==> src/rtl/rs_enc_32_28_pkg.sv <==
// Shared constants for the RS(32,28) encoder.
//   - GF(2^8) field polynomial and a multiply-by-alpha helper
//   - generator polynomial coefficients g(x) = x^4 + G3 x^3 + G2 x^2 + G1 x + G0
//   - frame geometry and FSM state encodings
package rs_enc_32_28_pkg;

   localparam int N_DATA = 28;
   localparam int N_PAR  = 4;
   localparam int RS_K   = N_DATA;
   localparam int RS_N   = N_DATA + N_PAR;

   localparam logic [8:0] GF_POLY = 9'h11D;

   // g(x) = (x+1)(x+a)(x+a^2)(x+a^3)
   localparam logic [7:0] G3 = 8'h0F;
   localparam logic [7:0] G2 = 8'h36;
   localparam logic [7:0] G1 = 8'h78;
   localparam logic [7:0] G0 = 8'h40;

   // Indexed so that G_COEF[i] multiplies into LFSR stage r_i.
   localparam logic [3:0][7:0] G_COEF = {G3, G2, G1, G0};

   localparam logic [1:0] S_IDLE = 2'd0;
   localparam logic [1:0] S_DATA = 2'd1;
   localparam logic [1:0] S_PAR  = 2'd2;

   // Multiply a field element by alpha (x), reducing modulo GF_POLY.
   function automatic logic [7:0] gf_xtime(input logic [7:0] a);
      gf_xtime = {a[6:0], 1'b0} ^ (a[7] ? GF_POLY[7:0] : 8'h00);
   endfunction

endpackage

==> src/rtl/rs_enc_32_28_gf256.sv <==
// GF(2^8) multiply-accumulate: y = (a * b) + c over the 0x11D field.
// Ports:
//   a  in  8  multiplicand
//   b  in  8  multiplier (constant in the encoder, so the logic folds down)
//   c  in  8  addend (field addition is XOR)
//   y  out 8  result
module rs_enc_32_28_gf256
   import rs_enc_32_28_pkg::*;
(
   input  logic [7:0] a,
   input  logic [7:0] b,
   input  logic [7:0] c,
   output logic [7:0] y
);

   logic [7:0] a_pow;
   logic [7:0] acc;

   // Shift-and-add: a_pow walks through a*x^i, accumulated where b has a 1.
   always_comb begin
      a_pow = a;
      acc   = 8'h00;
      for (int i = 0; i < 8; i++) begin
         if (b[i]) begin
            acc = acc ^ a_pow;
         end
         a_pow = gf_xtime(a_pow);
      end
   end

   assign y = acc ^ c;

endmodule

==> src/rtl/rs_enc_32_28.sv <==
// Byte-serial systematic RS(32,28) encoder over GF(2^8).
// Passes 28 message bytes straight through, then appends the 4 parity bytes
// held in a generator-division LFSR (r3 first, r0 last).
// Ports:
//   i_clk    in  1  clock, rising edge
//   i_resb   in  1  synchronous active-high reset
//   i_data   in  8  message byte, highest-degree coefficient first
//   i_valid  in  1  i_data valid
//   i_sof    in  1  first byte of a frame (qualified by i_valid)
//   o_ready  out 1  input byte is accepted this cycle when i_valid is high
//   o_data   out 8  registered codeword byte
//   o_valid  out 1  o_data valid
//   o_sof    out 1  first codeword byte
//   o_eof    out 1  last parity byte
//   i_ready  in  1  downstream accepts o_data
//   o_err    out 1  one-cycle pulse on a dropped or frame-aborting byte
module rs_enc_32_28
   import rs_enc_32_28_pkg::*;
(
   input  logic       i_clk,
   input  logic       i_resb,
   input  logic [7:0] i_data,
   input  logic       i_valid,
   input  logic       i_sof,
   output logic       o_ready,
   output logic [7:0] o_data,
   output logic       o_valid,
   output logic       o_sof,
   output logic       o_eof,
   input  logic       i_ready,
   output logic       o_err
);

   logic [1:0] state_reg, state_next;
   logic [4:0] count_reg, count_next;
   logic [1:0] par_idx_reg, par_idx_next;
   logic [7:0] lfsr_reg  [N_PAR];
   logic [7:0] lfsr_next [N_PAR];
   logic [7:0] lfsr_upd  [N_PAR];
   logic [7:0] data_reg, data_next;
   logic       valid_reg, valid_next;
   logic       sof_reg, sof_next;
   logic       eof_reg, eof_next;
   logic       err_reg, err_next;

   logic       advance;
   logic       accept;
   logic [7:0] fb;

   assign advance = !valid_reg | i_ready;
   assign o_ready = (state_reg != S_PAR) & advance;
   assign accept  = i_valid & o_ready;

   // A sof byte always starts division from a zero remainder, whether it
   // opens a frame from idle or aborts a partial one.
   assign fb = i_data ^ (i_sof ? 8'h00 : lfsr_reg[N_PAR-1]);

   for (genvar gi = 0; gi < N_PAR; gi++) begin : g_lfsr
      logic [7:0] carry;
      if (gi == 0) begin : g_low
         assign carry = 8'h00;
      end else begin : g_high
         assign carry = i_sof ? 8'h00 : lfsr_reg[gi-1];
      end
      rs_enc_32_28_gf256 u_mac (
         .a (fb),
         .b (G_COEF[gi]),
         .c (carry),
         .y (lfsr_upd[gi])
      );
   end

   always_comb begin
      state_next   = state_reg;
      count_next   = count_reg;
      par_idx_next = par_idx_reg;
      lfsr_next    = lfsr_reg;
      data_next    = data_reg;
      valid_next   = valid_reg;
      sof_next     = sof_reg;
      eof_next     = eof_reg;
      err_next     = 1'b0;

      // Output slot drains unless something below refills it.
      if (advance) begin
         valid_next = 1'b0;
         sof_next   = 1'b0;
         eof_next   = 1'b0;
      end

      case (state_reg)
         S_IDLE: begin
            if (accept) begin
               if (i_sof) begin
                  data_next  = i_data;
                  valid_next = 1'b1;
                  sof_next   = 1'b1;
                  eof_next   = 1'b0;
                  lfsr_next  = lfsr_upd;
                  count_next = 5'd1;
                  state_next = S_DATA;
               end else begin
                  err_next = 1'b1;
               end
            end
         end
         S_DATA: begin
            if (accept) begin
               data_next  = i_data;
               valid_next = 1'b1;
               eof_next   = 1'b0;
               lfsr_next  = lfsr_upd;
               if (i_sof) begin
                  err_next   = 1'b1;
                  sof_next   = 1'b1;
                  count_next = 5'd1;
               end else begin
                  sof_next   = 1'b0;
                  count_next = count_reg + 5'd1;
                  if (count_reg == 5'(N_DATA - 1)) begin
                     state_next   = S_PAR;
                     par_idx_next = 2'd0;
                  end
               end
            end
         end
         S_PAR: begin
            if (advance) begin
               data_next    = lfsr_reg[N_PAR-1];
               valid_next   = 1'b1;
               sof_next     = 1'b0;
               eof_next     = (par_idx_reg == 2'(N_PAR - 1));
               par_idx_next = par_idx_reg + 2'd1;
               lfsr_next[0] = 8'h00;
               for (int i = 1; i < N_PAR; i++) begin
                  lfsr_next[i] = lfsr_reg[i-1];
               end
               if (par_idx_reg == 2'(N_PAR - 1)) begin
                  state_next = S_IDLE;
                  count_next = 5'd0;
               end
            end
         end
         default: begin
            state_next = S_IDLE;
         end
      endcase
   end

   always_ff @(posedge i_clk) begin
      if (i_resb) begin
         state_reg   <= S_IDLE;
         count_reg   <= 5'd0;
         par_idx_reg <= 2'd0;
         for (int i = 0; i < N_PAR; i++) begin
            lfsr_reg[i] <= 8'h00;
         end
         data_reg  <= 8'h00;
         valid_reg <= 1'b0;
         sof_reg   <= 1'b0;
         eof_reg   <= 1'b0;
         err_reg   <= 1'b0;
      end else begin
         state_reg   <= state_next;
         count_reg   <= count_next;
         par_idx_reg <= par_idx_next;
         for (int i = 0; i < N_PAR; i++) begin
            lfsr_reg[i] <= lfsr_next[i];
         end
         data_reg  <= data_next;
         valid_reg <= valid_next;
         sof_reg   <= sof_next;
         eof_reg   <= eof_next;
         err_reg   <= err_next;
      end
   end

   assign o_data  = data_reg;
   assign o_valid = valid_reg;
   assign o_sof   = sof_reg;
   assign o_eof   = eof_reg;
   assign o_err   = err_reg;

endmodule

==> config.mk <==
export PLATFORM = sky130hd
export DESIGN_NAME = rs_enc_32_28
export DESIGN_NICKNAME = d
export VERILOG_FILES = /design/src/rtl/rs_enc_32_28_pkg.sv /design/src/rtl/rs_enc_32_28_gf256.sv /design/src/rtl/rs_enc_32_28.sv
export SDC_FILE = /design/constraint.sdc
export NUM_CORES = 1
export LEC_CHECK = 0
export BUFFER_PORTS_ARGS = -buffer_cell sky130_fd_sc_hd__buf_2
export CORE_AREA = 4 4 70 120
export CTS_BUF_LIST = sky130_fd_sc_hd__clkbuf_8
export DETAILED_ROUTE_END_ITERATION = 8
export DIE_AREA = 0 0 74 124
export GPL_TIMING_DRIVEN = 0
export PLACE_DENSITY = 0.77
export SLEW_MARGIN = 15
export SYNTH_ARGS = -nofsm -noshare
export SYNTH_HDL_FRONTEND = slang
export SYNTH_SLANG_ARGS = --single-unit
==> constraint.sdc <==
create_clock -name i_clk -period 2.6 [get_ports i_clk]
set_clock_uncertainty 0.2 [all_clocks]
set_input_delay 0.39 -clock i_clk [delete_from_list [all_inputs] [get_ports i_clk]]
set_output_delay 0.39 -clock i_clk [all_outputs]
set_load 0.01 [all_outputs]
* Word level (Yosys, flattened, before mapping) *
Index checks and enable logic that the tools add are counted.

storage, ports and cells
  register bits = 53
  input bits = 13
  output and inout bits = 13
  logic and storage cells = 119

operators by class
  add/subtract/negate cells = 2
  equality and inequality tests = 12
  multiplexer cells = 63
  bitwise operators = 22
  reductions and logical operators = 8

operators by type and width
  kind                                            number
  XOR 8 bit                                       19
  2-to-1 mux 32 bit                               4
  case mux 32 bit (3 select lines)                1
  2-to-1 mux 8 bit                                8
  2-to-1 mux 5 bit                                12
  case mux 8 bit (3 select lines)                 1
  2-to-1 mux 2 bit                                11
  2-to-1 mux 1 bit                                19
  inequality test 2 bit (second input constant)   8
  case mux 5 bit (3 select lines)                 1
  AND reduction 5 bit                             2
  case mux 1 bit (3 select lines)                 3
  AND reduction 7 bit                             1
  case mux 2 bit (3 select lines)                 1
  AND reduction 6 bit                             1
  adder 5 x 1 -> 5 bit (second input constant)    1
  == test 5 bit (second input constant)           1
  == test 2 bit (second input constant)           2
  case mux 2 bit (2 select lines)                 1
  nonzero test 3 bit                              1
  adder 2 x 1 -> 2 bit (second input constant)    1
  AND 1 bit                                       2
  == test 2 x 1 -> 1 bit (second input constant)  1
  zero test 2 bit                                 1
  4 further kinds                                 4

* Depth between registers and ports, before layout *
  depth after elaboration = 19
  depth in mapped cells = 11
  depth with buffers taken out = 9

* Modules after synthesis *
Synthesis repeated with hierarchy kept, for this count alone.

second synthesis, totals
  cells, all modules = 1058
  area total of the unflattened synthesis = 8489.4 µm²

modules (own cells, without submodules)
  module              times used  cells an instance  area each (µm²)
  rs_enc_32_28_gf256  4           178                1331.3
  rs_enc_32_28        1           346                3164.3

* Worst setup path before layout *
No wires, ideal clock.

  path type = input -> register
  from = in i_data[6]
  to = reg lfsr_reg[3] (netlist bit)
  setup time = 0.079 ns
  arrival time = 2.444 ns
  path slack = -0.124 ns
  stages = 8
  path buffers = 1
  cell sequence = buf_2 xor3_1 or3_4 and4_4 or4_4 a21oi_2 o21ai_1 a211oi_2

on the way
  longest elaborated chain between the ends = 10
  elaborated cells on any way between the ends = 12
  classes of those cells = 5 x mux; 7 x bitwise

RTL lines
  item                                RTL line                                          RTL
  start: declaration                  rs_enc_32_28.sv:22                                input logic [7:0] i_data,
  XOR 8 bit *                         rs_enc_32_28.sv:56                                assign fb = i_data ^ (i_sof ? 8'h00 : lfsr_reg[N_PAR-1]);
  XOR 8 bit *                         rs_enc_32_28_pkg.sv:29                            gf_xtime = {a[6:0], 1'b0} ^ (a[7] ? GF_POLY[7:0] : 8'h00);
  2-to-1 mux 5 bit *                  rs_enc_32_28_pkg.sv:29
  XOR 8 bit *                         rs_enc_32_28_pkg.sv:29
  XOR 8 bit (on tied branches)        rs_enc_32_28_gf256.sv:25, rs_enc_32_28_pkg.sv:29
  XOR 8 bit *                         rs_enc_32_28_gf256.sv:25                          acc = acc ^ a_pow;
  XOR 8 bit *                         rs_enc_32_28_gf256.sv:31                          assign y = acc ^ c;
  2-to-1 mux 32 bit                   rs_enc_32_28.sv:94                                if (i_sof) begin
  2-to-1 mux 32 bit                   rs_enc_32_28.sv:93                                if (accept) begin
  case mux 32 bit (3 select lines) *  rs_enc_32_28.sv:91                                case (state_reg)
  end signal: indexed assignment      rs_enc_32_28.sv:168                               lfsr_reg[i] <= lfsr_next[i];
  end: declaration                    rs_enc_32_28.sv:37                                logic [7:0] lfsr_reg [N_PAR];

Every way passes the cells marked *; elsewhere a longest branch is shown, timed or not. The select of a mux whose other input is x is not followed.
A chain may end at the register's enable or synchronous reset.

* Final worst setup path *
  from = reg lfsr_reg[6] (netlist bit)
  to = reg lfsr_reg[3] (netlist bit)

on the way
  longest elaborated chain between the ends = 11
  elaborated cells on any way between the ends = 13
  classes of those cells = 6 x mux; 7 x bitwise

RTL lines
  item                                RTL line
  2-to-1 mux 8 bit *                  rs_enc_32_28.sv:56
  XOR 8 bit *                         rs_enc_32_28.sv:56
  XOR 8 bit *                         rs_enc_32_28_pkg.sv:29
  2-to-1 mux 5 bit *                  rs_enc_32_28_pkg.sv:29
  XOR 8 bit *                         rs_enc_32_28_pkg.sv:29
  XOR 8 bit (on tied branches)        rs_enc_32_28_gf256.sv:25, rs_enc_32_28_pkg.sv:29
  XOR 8 bit *                         rs_enc_32_28_gf256.sv:25
  XOR 8 bit *                         rs_enc_32_28_gf256.sv:31
  2-to-1 mux 32 bit                   rs_enc_32_28.sv:94
  2-to-1 mux 32 bit                   rs_enc_32_28.sv:93
  case mux 32 bit (3 select lines) *  rs_enc_32_28.sv:91

Marked as above.

==> results <==
- The flow ran to the end, but the final reports show violations.
- The checks that failed: setup timing.
- The classification of the worst setup path is register to register.
- The number of buffers added on ports is 18.
- Timing would allow up to 378 MHz.
- No sink is reached through more buffers than the 2 on the longest clock path.
- Yosys mapped a number of flops with a built-in enable equal to 0.
- The diode insertion count for antenna repair is 0.
- The synthesized instance count is 493.
- Setup repair after global routing could not meet its margin everywhere.
- At the worst endpoint, the required time is 2.65 ns.
- The number of nets in the final layout is 551.
- The startpoint of the lowest-slack hold path is i_data[2].
- The count of final hold-check violations is 0.
- The number of global-route vias before repair is 4014.
- The clock reaches the later pin of the worst-skew pair after 0.33 ns.
- The primary flip-flop cell chosen by synthesis mapping is sky130_fd_sc_hd__dfxtp_1.
- The number of antenna violations at the first check in global routing is 0.
- The sort of element at the start of the critical path is a register.
- Detailed placement finished with a half-perimeter wire length of 9070 µm.
- Dividing the detail-routed wire length by the instance count gives 21.0 µm.
- The region available for standard cell placement spans 7510 µm².
- In this run the worst hold path is classified as primary input to register.
- The count of nets left with antenna violations once routing finished came out at 0.
- The net count after synthesis is 513.
- The starting DRC count in detailed routing is 455.
- The total grt overflow is 0.
- The floorplan step set the die height to 124 µm.
- The clock tree from TritonCTS is yes.
- In the synthesized netlist the async set-or-reset flop fraction comes to 0%.
- Together, buffers and inverters on the worst path number 1.
- Among cell families on the critical path, the largest total delay comes from simple AND/OR/NAND/NOR gates.
- Entering global routing, the biggest net connects 18 pins.
- The data arrival time at the worst-slack endpoint is 2.70 ns.
- The setup TNS after final layout is -0.0479 ns.
- Final hold analysis gives a worst-case slack of 0.211 ns.
- The placer congestion estimate is 0.942.
- The signed area change from the synthesized netlist to the final layout is 18.1%.
- The number of setup violations in the final report is 2.
- Row generation in the floorplan step produced 42 rows.
- The post-route worst setup slack is -0.0451 ns.
- For this run, design rule violations remaining after detail routing come to 0.
- Leaving out fill and tap cells, the most frequent cell in the layout is sky130_fd_sc_hd__nor2_1.
- For this design, the sink count on the clock tree is 53.
- For the finished layout, the period the worst path requires is 2.65 ns.
- The slew at the pin closest to its max-slew limit is 0.734 ns.
- The cell type of the slowest stage on the worst timing path is sky130_fd_sc_hd__or4_4.
- The floorplan step defined a die boundary enclosing 9180 µm².
- Measured along the x axis, the die boundary spans 74 µm.
- The number of pins with negative max-slew slack in the final report was 0.
- Sequential elements use 25.6% of the synthesized area.
- The normalized max-slew margin is 51.1%.
- The mean instance size in the synthesized netlist is 8.39 µm².
- The worst supply voltage drop on vdd is 615 µV.
- The worst-path maximum fanout is 4.
- The mapped netlist covers 4140 µm².
- STA classifies the critical path endpoint as a register.
- The number of warnings printed during yosys synthesis is 0.
- The detailed-route vias per instance is 6.46.
- Of the cells placed in the final design, the portion with a size suffix greater than 1 is 21.8%.
- The clock tree synthesis step divided the H-tree into 2 levels.
- Dividing the final minimum period by the clock period gives 102%.
- Clock tree synthesis selected as its root buffer the cell sky130_fd_sc_hd__clkbuf_8.
- The static leakage is 2.00 nW.
- At the placement stage, the worst setup path has a slack of -0.767 ns.
- The startpoint of the most critical register-to-register path is lfsr_reg[6].
- Across all layers, the routed design uses 4005 vias.
- During I/O placement, the number of pins put on the boundary was 26.
- The initial utilization of the core area, before any placement, comes to 55.1%.
- The wire length after detailed routing is 13000 µm.
- The first detailed-routing pass took 6 iterations.
- Clock tree synthesis inserted a total of 5 buffers.
- In the global route stage, overall resource usage came out at 28.8%.
- The number of different library cells used by synthesis comes to 71.
- Counting flops and latches in the post-synthesis netlist gives 53.
- The tool flagged a number of max-cap violations equal to 0.
- The start point of the critical path is lfsr_reg[6].
- The largest stage delay on the critical path is 0.49 ns.
- In the layout the commonest cells are sky130_fd_sc_hd__nor2_1 (65), sky130_fd_sc_hd__dfxtp_1 (50), sky130_fd_sc_hd__nand2_1 (42).
- The clock slew seen by the registers of the worst setup and hold paths is 0.11 ns.
- The register with the most flip-flops in the layout has 32 of them.
- Walking the worst path, the cells encountered are buf_6, xnor3_1, or3_4, and4_4, or4_4, a21oi_2, o21ai_2, a211oi_2.
- Dividing total power by cell area gives a power density of 1120 nW/µm².
- The first-pass GRT wire length is 20000 µm.
[per-stage QoR]
step	utilization, %	cells	total power [W]	cell area, µm²
finish	65.0	620	0.00549	4890
global route	65.0	620	0.00578	4890
CTS	62.0	614	0.00515	4660
detailed placement	57.9	599	0.00436	4350
global placement	57.9	599	0.00426	4350
floorplan	-	493	0.00364	4150
[kinds of logic after synthesis]
group           after synthesis  synth area share [%]
fa+ha+maj                     7                  2.12
buf+inv                      52                  5.56
compound gates              109                  18.4
mux                          25                  6.11
simple gates                177                  20.5
xor+xnor                     70                  21.7
flops                        53                  25.6
[synth_stat cells (5+ instances only)]
cell | count | area [µm²]
sky130_fd_sc_hd__nor2_1 | 68 | 255
sky130_fd_sc_hd__dfxtp_1 | 53 | 1060
sky130_fd_sc_hd__nand2_1 | 44 | 165
sky130_fd_sc_hd__xnor2_1 | 37 | 324
sky130_fd_sc_hd__a21oi_1 | 31 | 155
sky130_fd_sc_hd__clkbuf_1 | 26 | 97.6
sky130_fd_sc_hd__mux2i_1 | 23 | 230
sky130_fd_sc_hd__xnor3_1 | 18 | 405
sky130_fd_sc_hd__a211oi_1 | 16 | 120
sky130_fd_sc_hd__xor2_1 | 11 | 96.3
sky130_fd_sc_hd__nand3_1 | 10 | 50.1
sky130_fd_sc_hd__nor3_1 | 10 | 50.1
sky130_fd_sc_hd__inv_1 | 9 | 33.8
sky130_fd_sc_hd__nor2b_1 | 9 | 56.3
sky130_fd_sc_hd__buf_2 | 8 | 40.0
sky130_fd_sc_hd__o21ai_0 | 8 | 40.0
sky130_fd_sc_hd__a22oi_1 | 7 | 52.6
sky130_fd_sc_hd__ha_1 | 7 | 87.6
sky130_fd_sc_hd__and3_1 | 5 | 31.3
sky130_fd_sc_hd__nor4_1 | 5 | 31.3
[report_power, final]
part	internal, W	switching, W
combinational	0.00170	0.00193
clock	0.000289	0.000309
sequential	0.00106	0.000196
[worst min-delay path, stage by stage]
cell	delay (ns)
sky130_fd_sc_hd__buf_2	0.12
sky130_fd_sc_hd__mux2i_1	0.12
sky130_fd_sc_hd__a211oi_1	0.08
[timing repair]
action	4_1_cts	5_1_grt
endpoints found under the setup margin	47	42
hold buffers	0	0
resized for setup	41	39
buffers inserted	8	8
hold endpoints to repair	0	0
pin swaps	7	9
[routing by layer]
layer  global-route usage, %  routed length (µm)  up-vias
li1                        -                   -     1824
met1                    29.9                4470     1891
met2                    50.6                6780      207
met3                    4.04                 813       83
met4                    21.4                 976        0
met5                       0                   0        -
[layout make-up]
class	count	area [µm²]
multi-input combinational	388	3070
sequential	53	1060
buffer	39	265
inverter	10	37.5
clock buffer	5	68.8
fill	635	2630
clock inverter	3	46.3
tap	88	110
timing repair buffer	34	223
[worst paths after layout]
path	to	slack, ns	cells after the start
setup / recovery	lfsr_reg[3]	-0.05	8
hold / removal	o_data[2]	0.21	3
setup reg to reg	lfsr_reg[3]	-0.05	8
hold reg to reg	lfsr_reg[25]	0.26	2
Power figures use the tool's default switching activity.
